File: src/rtl/reg_bank_16bit_4r_pkg.sv
// rtl/reg_bank_16bit_4r_pkg.sv - shared width default and opcode constants for the register bank
package reg_bank_16bit_4r_pkg;

    localparam int WIDTH_DEF = 16;

    // Opcodes, shared with the upstream decoder
    localparam logic [1:0] OP_LOAD = 2'd0;
    localparam logic [1:0] OP_MOV  = 2'd1;
    localparam logic [1:0] OP_CLR  = 2'd2;
    localparam logic [1:0] OP_SWAP = 2'd3;

endpackage

File: src/rtl/reg_16bit_en.sv
// rtl/reg_16bit_en.sv - WIDTH-bit register with sync active-low reset and load enable
module reg_16bit_en #(
    parameter int               WIDTH     = 16,
    parameter logic [WIDTH-1:0] RESET_VAL = '0
) (
    input  logic             clk,
    input  logic             rst_n,
    input  logic             en,
    input  logic [WIDTH-1:0] d,
    output logic [WIDTH-1:0] q
);

    logic [WIDTH-1:0] q_q;
    logic [WIDTH-1:0] q_d;

    // Hold unless enabled
    always_comb begin
        q_d = q_q;
        if (en) begin
            q_d = d;
        end
    end

    // Reset has priority over any load
    always_ff @(posedge clk) begin
        if (!rst_n) begin
            q_q <= RESET_VAL;
        end else begin
            q_q <= q_d;
        end
    end

    assign q = q_q;

endmodule

File: src/rtl/reg_bank_16bit_4r.sv
// rtl/reg_bank_16bit_4r.sv - four-entry register bank executing LOAD/MOV/CLR/SWAP over valid/ready
module reg_bank_16bit_4r
    import reg_bank_16bit_4r_pkg::*;
#(
    parameter int               WIDTH     = WIDTH_DEF,
    parameter logic [WIDTH-1:0] RESET_VAL = '0
) (
    input  logic             clk,
    input  logic             rst_n,
    input  logic             op_valid,
    output logic             op_ready,
    input  logic [1:0]       op_code,
    input  logic [1:0]       rd,
    input  logic [1:0]       rs,
    input  logic [WIDTH-1:0] wdata,
    output logic [WIDTH-1:0] r0,
    output logic [WIDTH-1:0] r1,
    output logic [WIDTH-1:0] r2,
    output logic [WIDTH-1:0] r3,
    output logic             done
);

    typedef enum logic {
        ST_IDLE  = 1'b0,
        ST_SWAP2 = 1'b1
    } state_t;

    state_t           state_q, state_d;
    logic [WIDTH-1:0] tmp_q, tmp_d;
    logic [1:0]       rs_q, rs_d;
    logic             done_q, done_d;

    logic [WIDTH-1:0] r_q [4];
    logic             wr_we;
    logic [1:0]       wr_idx;
    logic [WIDTH-1:0] wr_data;
    logic [3:0]       wr_en;
    logic             accept;

    assign op_ready = (state_q == ST_IDLE);
    assign accept   = op_valid & op_ready;

    // Next-state and single write-port selection; SWAP uses the port twice, once per state
    always_comb begin
        state_d = state_q;
        tmp_d   = tmp_q;
        rs_d    = rs_q;
        done_d  = 1'b0;
        wr_we   = 1'b0;
        wr_idx  = rd;
        wr_data = wdata;
        case (state_q)
            ST_IDLE: begin
                if (accept) begin
                    wr_we  = 1'b1;
                    wr_idx = rd;
                    case (op_code)
                        OP_LOAD: begin
                            wr_data = wdata;
                            done_d  = 1'b1;
                        end
                        OP_MOV: begin
                            wr_data = r_q[rs];
                            done_d  = 1'b1;
                        end
                        OP_CLR: begin
                            wr_data = '0;
                            done_d  = 1'b1;
                        end
                        default: begin
                            wr_data = r_q[rs];
                            tmp_d   = r_q[rd];
                            rs_d    = rs;
                            state_d = ST_SWAP2;
                        end
                    endcase
                end
            end
            default: begin
                wr_we   = 1'b1;
                wr_idx  = rs_q;
                wr_data = tmp_q;
                done_d  = 1'b1;
                state_d = ST_IDLE;
            end
        endcase
    end

    // Decode the write index into per-register load enables
    always_comb begin
        wr_en = 4'b0000;
        if (wr_we) begin
            wr_en = 4'b0001 << wr_idx;
        end
    end

    // FSM, swap scratch and completion pulse registers
    always_ff @(posedge clk) begin
        if (!rst_n) begin
            state_q <= ST_IDLE;
            tmp_q   <= RESET_VAL;
            rs_q    <= 2'd0;
            done_q  <= 1'b0;
        end else begin
            state_q <= state_d;
            tmp_q   <= tmp_d;
            rs_q    <= rs_d;
            done_q  <= done_d;
        end
    end

    for (genvar i = 0; i < 4; i++) begin : g_reg
        reg_16bit_en #(
            .WIDTH     (WIDTH),
            .RESET_VAL (RESET_VAL)
        ) u_reg (
            .clk   (clk),
            .rst_n (rst_n),
            .en    (wr_en[i]),
            .d     (wr_data),
            .q     (r_q[i])
        );
    end

    assign r0   = r_q[0];
    assign r1   = r_q[1];
    assign r2   = r_q[2];
    assign r3   = r_q[3];
    assign done = done_q;

endmodule

File: config.mk
export PLATFORM = sky130hd
export DESIGN_NAME = reg_bank_16bit_4r
export DESIGN_NICKNAME = d
export VERILOG_FILES = /design/src/rtl/reg_bank_16bit_4r_pkg.sv /design/src/rtl/reg_16bit_en.sv /design/src/rtl/reg_bank_16bit_4r.sv
export SDC_FILE = /design/constraint.sdc
export NUM_CORES = 1
export LEC_CHECK = 0
export ABC_AREA = 1
export BUFFER_PORTS_ARGS = -buffer_cell sky130_fd_sc_hd__buf_2
export CORE_MARGIN = 2
export CORE_UTILIZATION = 45
export DETAILED_ROUTE_END_ITERATION = 10
export PLACE_DENSITY = 0.7
export SYNTH_ARGS = -nofsm -noshare
export SYNTH_HDL_FRONTEND = slang
export SYNTH_SLANG_ARGS = --single-unit
File: constraint.sdc
create_clock -name clk -period 2 [get_ports clk]
set_clock_uncertainty 0.05 [all_clocks]
set_input_delay 0.2 -clock clk [delete_from_list [all_inputs] [get_ports clk]]
set_output_delay 0.2 -clock clk [all_outputs]
set_load 0.02 [all_outputs]
==> Yosys cells after proc, flatten, opt, wreduce, memory -nomap -nowiden <==
Cells that the tools add are included.
{ "totals": {"ff_bits": 84, "inputBits": 25, "out_inout_bits": 66} }
{ "op_classes": {"order_cmp": 2, "eq_ne": 2, "shift": 1, "mux": 17, "bitwise_logic": 7, "n_reduce_logical": 4} }
{ "op_table": {"columns": ["cell", "count"], "rows": [
  ["$mux 16", 6],
  ["$bmux 16 s2", 2],
  ["$pmux 16 s2", 1],
  ["$ge 3x3->1 const B", 2],
  ["$mux 1", 6],
  ["$not 2->3", 2],
  ["$reduce_or 3->1", 2],
  ["$mux 4", 1],
  ["$not 1->1", 4],
  ["$shl 1x2->4 const A", 1],
  ["$reduce_and 3->1", 1],
  ["$eq 2x1->1 const B", 1],
  ["$eq 2x2->1 const B", 1],
  ["$logic_not 2->1", 1],
  ["$mux 2", 1],
  ["$and 1x1->1", 1]
]} }

==> Logic depth before layout (Yosys ltp) <==
Gate-level depths: netlist of the first run.
{ "depth": {"word_depth": 7, "depth_mapped": 9} }

==> Hierarchy <==
A second synthesis of the first run with hierarchy kept.
{ "hier_totals": {"hier_cells": 888, "area_unflattened_um2": 5066.1} }
{ "modules_own_cells": {"columns": ["module", "instances", "cells_per_inst", "area_each_um2", "seq_area_each_um2"], "rows": [
  ["reg_16bit_en", 4, 101, 674.4, 320.3],
  ["reg_bank_16bit_4r", 1, 484, 2368.5, 400.4]
]} }

==> Least setup slack after synthesis of the first run <==
OpenSTA, ideal clock, no wires.
{ "synth_path": {"path_kind": "register -> register", "startpoint": "register state_q", "endpoint": "register g_reg[0].u_reg.q_q[7]", "setup_time_ps": 121, "arrival_time_ps": 1300, "path_slack_ps": 528, "stages_incl_launch_ff": 6, "synth_period_minus_slack_ps": 1472, "cell_sequence": "dfxtp_1 inv_2 clkbuf_1 or2_2 nand2_1 a21oi_1"} }
{ "synth_between": {"elab_chain_cells": 5, "elab_cells_between_ends": 9, "cone_classes": "shift (1); mux (6); bitwise (2)"} }
{ "synth_rtl": {"columns": ["element", "line", "text"], "rows": [
  ["start, declared", "reg_bank_16bit_4r.sv:28", "state_t state_q, state_d;"],
  ["start signal, assigned", "reg_bank_16bit_4r.sv:105", "state_q <= state_d;"],
  ["$not 1->1 (no source line) *", null, null],
  ["via op_ready", "reg_bank_16bit_4r.sv:11", "output logic op_ready,"],
  ["$and 1x1->1 *", "reg_bank_16bit_4r.sv:41", "assign accept = op_valid & op_ready;"],
  ["$mux 1", "reg_bank_16bit_4r.sv:54", "if (accept) begin"],
  ["$mux 1", "reg_bank_16bit_4r.sv:52", "case (state_q)"],
  ["$mux 4", "reg_bank_16bit_4r.sv:92", "if (wr_we) begin"],
  ["end signal, assigned", "reg_16bit_en.sv:29", "q_q <= q_d;"],
  ["end, declared", "reg_16bit_en.sv:13", "logic [WIDTH-1:0] q_q;"]
]} }
The timed path passes the listed nets; every way through them passes the cells marked *.
A chain may end at the register's enable or synchronous reset.

==> Worst setup path in the final report of the first run <==
{ "layout_path": {"startpoint": "register state_q", "endpoint": "register g_reg[0].u_reg.q_q[9]"} }
{ "layout_between": {"elab_chain_cells": 5, "elab_cells_between_ends": 9, "cone_classes": "shift (1); mux (6); bitwise (2)"} }
{ "layout_rtl": {"columns": ["element", "line"], "rows": [
  ["$not 1->1 (no source line)", null],
  ["$and 1x1->1", "reg_bank_16bit_4r.sv:41"],
  ["$mux 1", "reg_bank_16bit_4r.sv:54"],
  ["$mux 1", "reg_bank_16bit_4r.sv:52"],
  ["$mux 4", "reg_bank_16bit_4r.sv:92"]
]} }
Parallel ways exist; a longest one is shown, timed or not.

==> flow_metrics.tcl, run 1 <==
set metrics [dict create \
    final_util_pct 54.74 \
    syn_inst 714 \
    final_antenna_net_count 0 \
    regToRegStartpoint "state_q" \
    grt_max_degree 34 \
    critPathMaxFanout 16 \
    yosys-top-cells-area "dfxtp_1 36%, nand2_1 16%, a21oi_1 9.5%" \
    drt-initial-drc-count 450 \
    seq_area_frac_synth_pct 36.39 \
    required_ps 2270 \
    fin_setup_tns_ps 0 \
    route.detailed.drc 0 \
    cts_tree "built" \
    seq_area_um2 1682 \
    synth.distinct_cells 28 \
    hp-start "op_code[1]" \
    root_buffer "clkbuf_8" \
    dp_hpwl_um 9843 \
    cts_max_path_buffers 2 \
    synth_top_cell_area_share_pct 36.39 \
    yosys_register_bits 84 \
    drt_pass1_iterations 5 \
    ys.flop_type "dfxtp_1" \
    vias 5110 \
    setup_viol 0 \
    synthSimpleGateAreaFrac_pct 29.52 \
    gp_congestion 0.8706 \
    crit_start "state_q" \
    core_area_um2 9864 \
    synth-compound-area-share_pct 21.01 \
    placed_area_um2 5196 \
    synthXorXnorAreaFrac_pct 0 \
    hold_path_class "in2reg" \
    p_sw_share_pct 32.60 \
    fmax_mhz 550.3 \
    cts_max_level 3 \
    synth.area.mux_share_pct 0 \
    synth_nets 739 \
    io_pins 91 \
    drt-total-wl_um 15300 \
    p_int_mw 2.677 \
    startpoint_type "flop" \
    worst_pin_slew_ps 740.4 \
    grt_first_pass_wirelength_um 24390 \
    rsz0062_at_grt "no" \
    total_power_mw 3.972 \
    cts_hold_buf 0 \
    fillCellCount 963 \
    num_rows 36 \
    grt-ovfl-total 0 \
    cts_made_buffers 9 \
    avgSynthCellArea_um2 6.472 \
    grt_antenna_before_repair 0 \
    synthArstFlopShare_pct 0 \
    syn_to_final_growth_pct 16.87 \
    slew_viol_final 0 \
    layout-drive-gt1-share_pct 21.68 \
    cts_setup_buffers 0 \
    maxCapViolCount 0 \
    yosys.area.top_type "dfxtp_1" \
    synth_top_family_by_area "simple AND/OR/NAND/NOR gates" \
    synthesis.area_um2 4621 \
    dieArea_um2 11090 \
    synth_fa_ha_area_share_pct 0 \
    design_area_um2 5400 \
    critPathBufInv 3 \
    hold_viol 0 \
    cp-end-kind "flop" \
    cp_top_family "flip-flops" \
    path_clk_slew_ps 80 \
    status "complete, no violations" \
    crit_type "reg2reg" \
    multiInputGateArea_um2 2337 \
    die_h_um 105.3 \
    path_cells "buf_4, o21ai_4, inv_2, nand3_2, a21oi_1, nand2_1, inv_1" \
    nets 818 \
    wire_per_inst_um 16.44 \
    switchingPower_mw 1.295 \
    post-route-period-util_pct 90.86 \
    slew-limit-headroom_pct 50.59 \
    die_w_um 105.3 \
    holdWs_ps 230.1 \
    yosys_warnings 0 \
    start_util_pct 46.84 \
    first_global_vias 4774 \
    seq_power_share_pct 46.7 \
    power_density_nw_per_um2 735.5 \
    slowest_delay_ps 490 \
    postCtsResizedCells 0 \
    crit_arrival_ps 2090 \
    n_antenna_cell 0 \
    critPathSlowestCell "dfxtp_1" \
    grt_use_total_pct 27.94 \
    vdd_ir_drop_max_mv 0.3090 \
    viasPerCell 5.489 \
    clkLatencyLatePin_ps 370 \
    period_minus_slack_ps 1817 \
    portBuffers 90 \
    pwr-share-comb_pct 21.1 \
    cts_num_sinks 84 \
    clock_power_share_pct 32.1 \
    leakagePower_nw 2.654 \
    synth_edf_count 0 \
]
-- layout by cell type, fill, tap and decap left out, types with 3 or more instances in the layout --
master,n
a21oi_1,88
a21oi_2,11
a31oi_1,15
and2_1,5
buf_2,90
buf_4,21
clkbuf_8,11
clkinv_2,4
dfxtp_1,84
inv_1,93
inv_2,7
nand2_1,201
nand2_2,6
nand3_1,73
nand3_4,3
o21ai_0,63
or2_2,10
-- power by group through the flow --
stage          logic [mW]  clock network [mW]  registers (mW)
2_1_floorplan       0.471                   0            1.97
3_3_place_gp        0.813                   0            1.89
3_5_place_dp        0.826                   0            1.89
4_1_cts             0.828                1.29            1.85
5_1_grt             0.925                1.35            1.87
6_report            0.840                1.28            1.86
-- final cells by class --
type	count	share of cell area, %
multi-input cells	484	43.28
flip-flops and latches	84	31.14
repair buffers	112	11.63
inverters	102	7.136
well taps	133	3.082
clock buffers	11	2.804
clock inverters	5	0.9268
-- tightest hold or removal path, cell delays in order --
cell and delay [ps]:
buf_2 80, inv_1 80, o21ai_0 170, a21oi_1 70
-- through the flow --
step | instances | worst slack, ps
floorplan | 714 | 528.3
global placement | 915 | 287.8
detailed placement | 915 | 199.8
CTS | 931 | 201.6
global route | 931 | 17.69
finish | 931 | 182.9
-- metal layers --
layer  vias to the layer above  GRT usage (%)  share of wire, %
li1                       2454              -                 -
met5                         -              0                 0
met2                       297          43.82                46
met3                        32          5.937                10
met4                         0          13.14               2.8
met1                      2327          36.56                41
-- flip-flops by register name, indices dropped and copies added (netlist names) --
signal	flops
done	1
g.u_reg.q	64
rs_q	2
state_q	1
tmp_q	16
-- worst paths after layout --
kind                               to  slack (ps)  cells past startpoint
setup / recovery  g_reg[0].u_reg.q[9]         180                      7
setup reg to reg  g_reg[0].u_reg.q[9]         180                      7
hold reg to reg              tmp_q[8]         490                      2
hold / removal                   done         230                      4
-- cells in the mapped netlist, types with 7 or more instances --
cell	n
nand2_1	202
inv_1	93
a21oi_1	88
dfxtp_1	84
nand3_1	73
o21ai_0	63
clkbuf_1	25
a31oi_1	15
a21oi_2	11
or2_2	10
buf_2	7
inv_2	7
-- cells by family (layout without fill, tap and decap cells) --
logic type / count (synthesis) / after routing
AO/OA/AOI/OAI: 179 / 179
buffers and inverters: 146 / 230
flip-flops: 84 / 84
AND/OR/NAND/NOR: 305 / 305
(Power assumes the default switching activity.)
==> run 2: changes to the inputs <==
--- a/config.mk
+++ b/config.mk
@@ -5,7 +5,6 @@
 export SDC_FILE = /design/constraint.sdc
 export NUM_CORES = 1
 export LEC_CHECK = 0
-export ABC_AREA = 1
 export BUFFER_PORTS_ARGS = -buffer_cell sky130_fd_sc_hd__buf_2
 export CORE_MARGIN = 2
 export CORE_UTILIZATION = 45
==> flow_metrics.tcl, run 2 <==
set metrics [dict create \
    status "complete, no violations" \
    yosys-top-cells-area "dfxtp_1 33%, a311oi_1 9.7%, a211oi_1 8.3%" \
    vias 5234 \
    drt-initial-drc-count 722 \
    period_minus_slack_ps 1882 \
    io_pins 91 \
    maxCapViolCount 0 \
    drt_pass1_iterations 6 \
    critPathCapture "g_reg[1].u_reg.q[3]" \
    cts_setup_buffers 0 \
    cts_tree "built" \
    grt-busiest-layer "met2" \
    grt_first_pass_wirelength_um 28190 \
    placed_area_um2 5791 \
    clkLatencyLatePin_ps 370 \
    synth_top_family_by_area "compound AO/OA/AOI/OAI gates" \
    gp_congestion 0.8600 \
    grt-ovfl-total 0 \
    crit_arrival_ps 2090 \
    die_h_um 109.8 \
    regToRegStartpoint "state_q" \
    core_area_um2 10890 \
    rrSetupSlack_ps 180 \
    die_w_um 109.8 \
    synthXorXnorAreaFrac_pct 0 \
    grt_antenna_before_repair 0 \
    grt_max_degree 55 \
    power_density_nw_per_um2 736.4 \
    syn_to_final_growth_pct 19.61 \
    slew-limit-headroom_pct 11.72 \
    yosys_register_bits 84 \
    yosys.cell_count.top_type "dfxtp_1" \
    rr_worst_depth 4 \
    n_antenna_cell 0 \
    path_clk_slew_ps 90 \
    grt_use_total_pct 31.16 \
    cts_made_buffers 9 \
    start_util_pct 46.29 \
    startpoint_type "primary input" \
    route.detailed.drc 0 \
    vdd_ir_drop_max_mv 0.3406 \
    avgSynthCellArea_um2 10.18 \
    yosys.area.top_type "dfxtp_1" \
    critPathMaxFanout 16 \
    hold_viol 0 \
    cp-end-kind "flop" \
    synth_top_cell_area_share_pct 33.37 \
    synth.distinct_cells 39 \
    viasPerCell 7.209 \
    ys.flop_type "dfxtp_1" \
    worst_pin_slew_ps 1324 \
    cts_max_level 3 \
    leakagePower_nw 2.369 \
    synthTopCellsByCount "84 x dfxtp_1, 56 x a211oi_1, 56 x a22oi_1, 56 x a311oi_1, 36 x nand2_1" \
    first_global_vias 5081 \
    grt.met1_usage_pct 42.17 \
    dieArea_um2 12060 \
    synth_nets 520 \
    required_ps 2210 \
    wire_per_inst_um 25.52 \
    root_buffer "clkbuf_8" \
    synthSimpleGateAreaFrac_pct 9.682 \
    met2_usage_pct 45.92 \
    post-route-period-util_pct 94.11 \
    synthesis.area_um2 5040 \
    dp_hpwl_um 12090 \
    fin_setup_tns_ps 0 \
    cts_num_sinks 84 \
    nets 607 \
    layout.cells.non_filler 726 \
    total_power_mw 4.439 \
    cts_max_path_buffers 2 \
    place_inst 711 \
    portBuffers 90 \
    synth-compound-area-share_pct 34.96 \
    final_antenna_net_count 0 \
    hold_path_class "in2reg" \
    crit_type "in2reg" \
    postCtsResizedCells 0 \
    use_met3_pct 7.232 \
    drt-total-wl_um 18520 \
    setup_viol 0 \
    num_rows 38 \
    crit_start "op_code[1]" \
    slew_viol_final 0 \
    largest_reg_flops 64 \
    layout_common_cells "89 x buf_2, 83 x dfxtp_1, 56 x a22oi_1, 56 x a211oi_1, 56 x a311oi_1" \
    syn_inst 495 \
    synth_fa_ha_area_share_pct 0 \
    final_util_pct 55.37 \
    design_area_um2 6028 \
    synth_edf_count 0 \
    layout-drive-gt1-share_pct 37.03 \
    synthArstFlopShare_pct 0 \
    layout_commonest_cell "buf_2" \
    seq_area_frac_synth_pct 33.37 \
    reg2reg_to "g_reg[0].u_reg.q[9]" \
    final.setup.worst_slack_ps 117.7 \
    fmax_mhz 531.3 \
    place_ws_ps -140.0 \
    yosys_warnings 0 \
    cts_hold_buf 0 \
    holdWs_ps 148.1 \
    rsz0062_at_grt "no" \
    synth.area.mux_share_pct 14.70 \
]
[run 2: changes by cell type after synthesis, sizes merged, moves of 28 or more]
cell,previous run,this run
buf,19,48
nand3,77,1
mux2,0,28
a22oi,0,56
nand2,208,37
a21oi,99,1
a211oi,0,56
o21ai,65,1
inv,101,1
a311oi,0,56
[run 2: worst min path at each step]
stage | startpoint | end | slack [ps] | depth (start not counted)
after floorplan | rs[1] | rs_q[1] | 320 | 2
final | rst_n | tmp_q[11] | 150 | 3
after detailed placement | tmp_q[1] | tmp_q[1] | 400 | 2
after CTS | rst_n | tmp_q[11] | 130 | 3
after global routing | rst_n | tmp_q[11] | 150 | 3
after global placement | tmp_q[5] | tmp_q[5] | 390 | 2
[run 2: area by class of cell]
class / instances / area, um2
repair buffers: 143 / 938.4
multi-input cells: 343 / 2990
flip-flops and latches: 84 / 1683
inverters: 1 / 3.754
fillers: 931 / 4860
well taps: 140 / 175.2
clock inverters: 5 / 100.1
clock buffers: 10 / 137.6
[run 2: cell families (layout without fill, tap and decap cells)]
family	after synthesis	after routing
AND/OR/NAND/NOR	77	77
multiplexers	48	48
flip-flops	84	84
AO/OA/AOI/OAI	218	218
buffers and inverters	68	159
[run 2: where the power goes]
group          leakage, nW  switching, mW  internal, mW
Clock                0.122          0.659         0.854
Combinational         1.56          0.577         0.420
Sequential           0.691          0.133          1.80
[run 2: worst max-delay path, cell delays in order]
cell      delay [ps]
buf_2            110
o21ai_2         1010
a221oi_1         380
a311oi_1         380
[run 2: routing by layer]
layer | vias to the layer above | routed length [um]
met3 | 75 | 2075
met1 | 2507 | 7452
met5 | - | 0
li1 | 2243 | -
met4 | 0 | 691
met2 | 409 | 8304
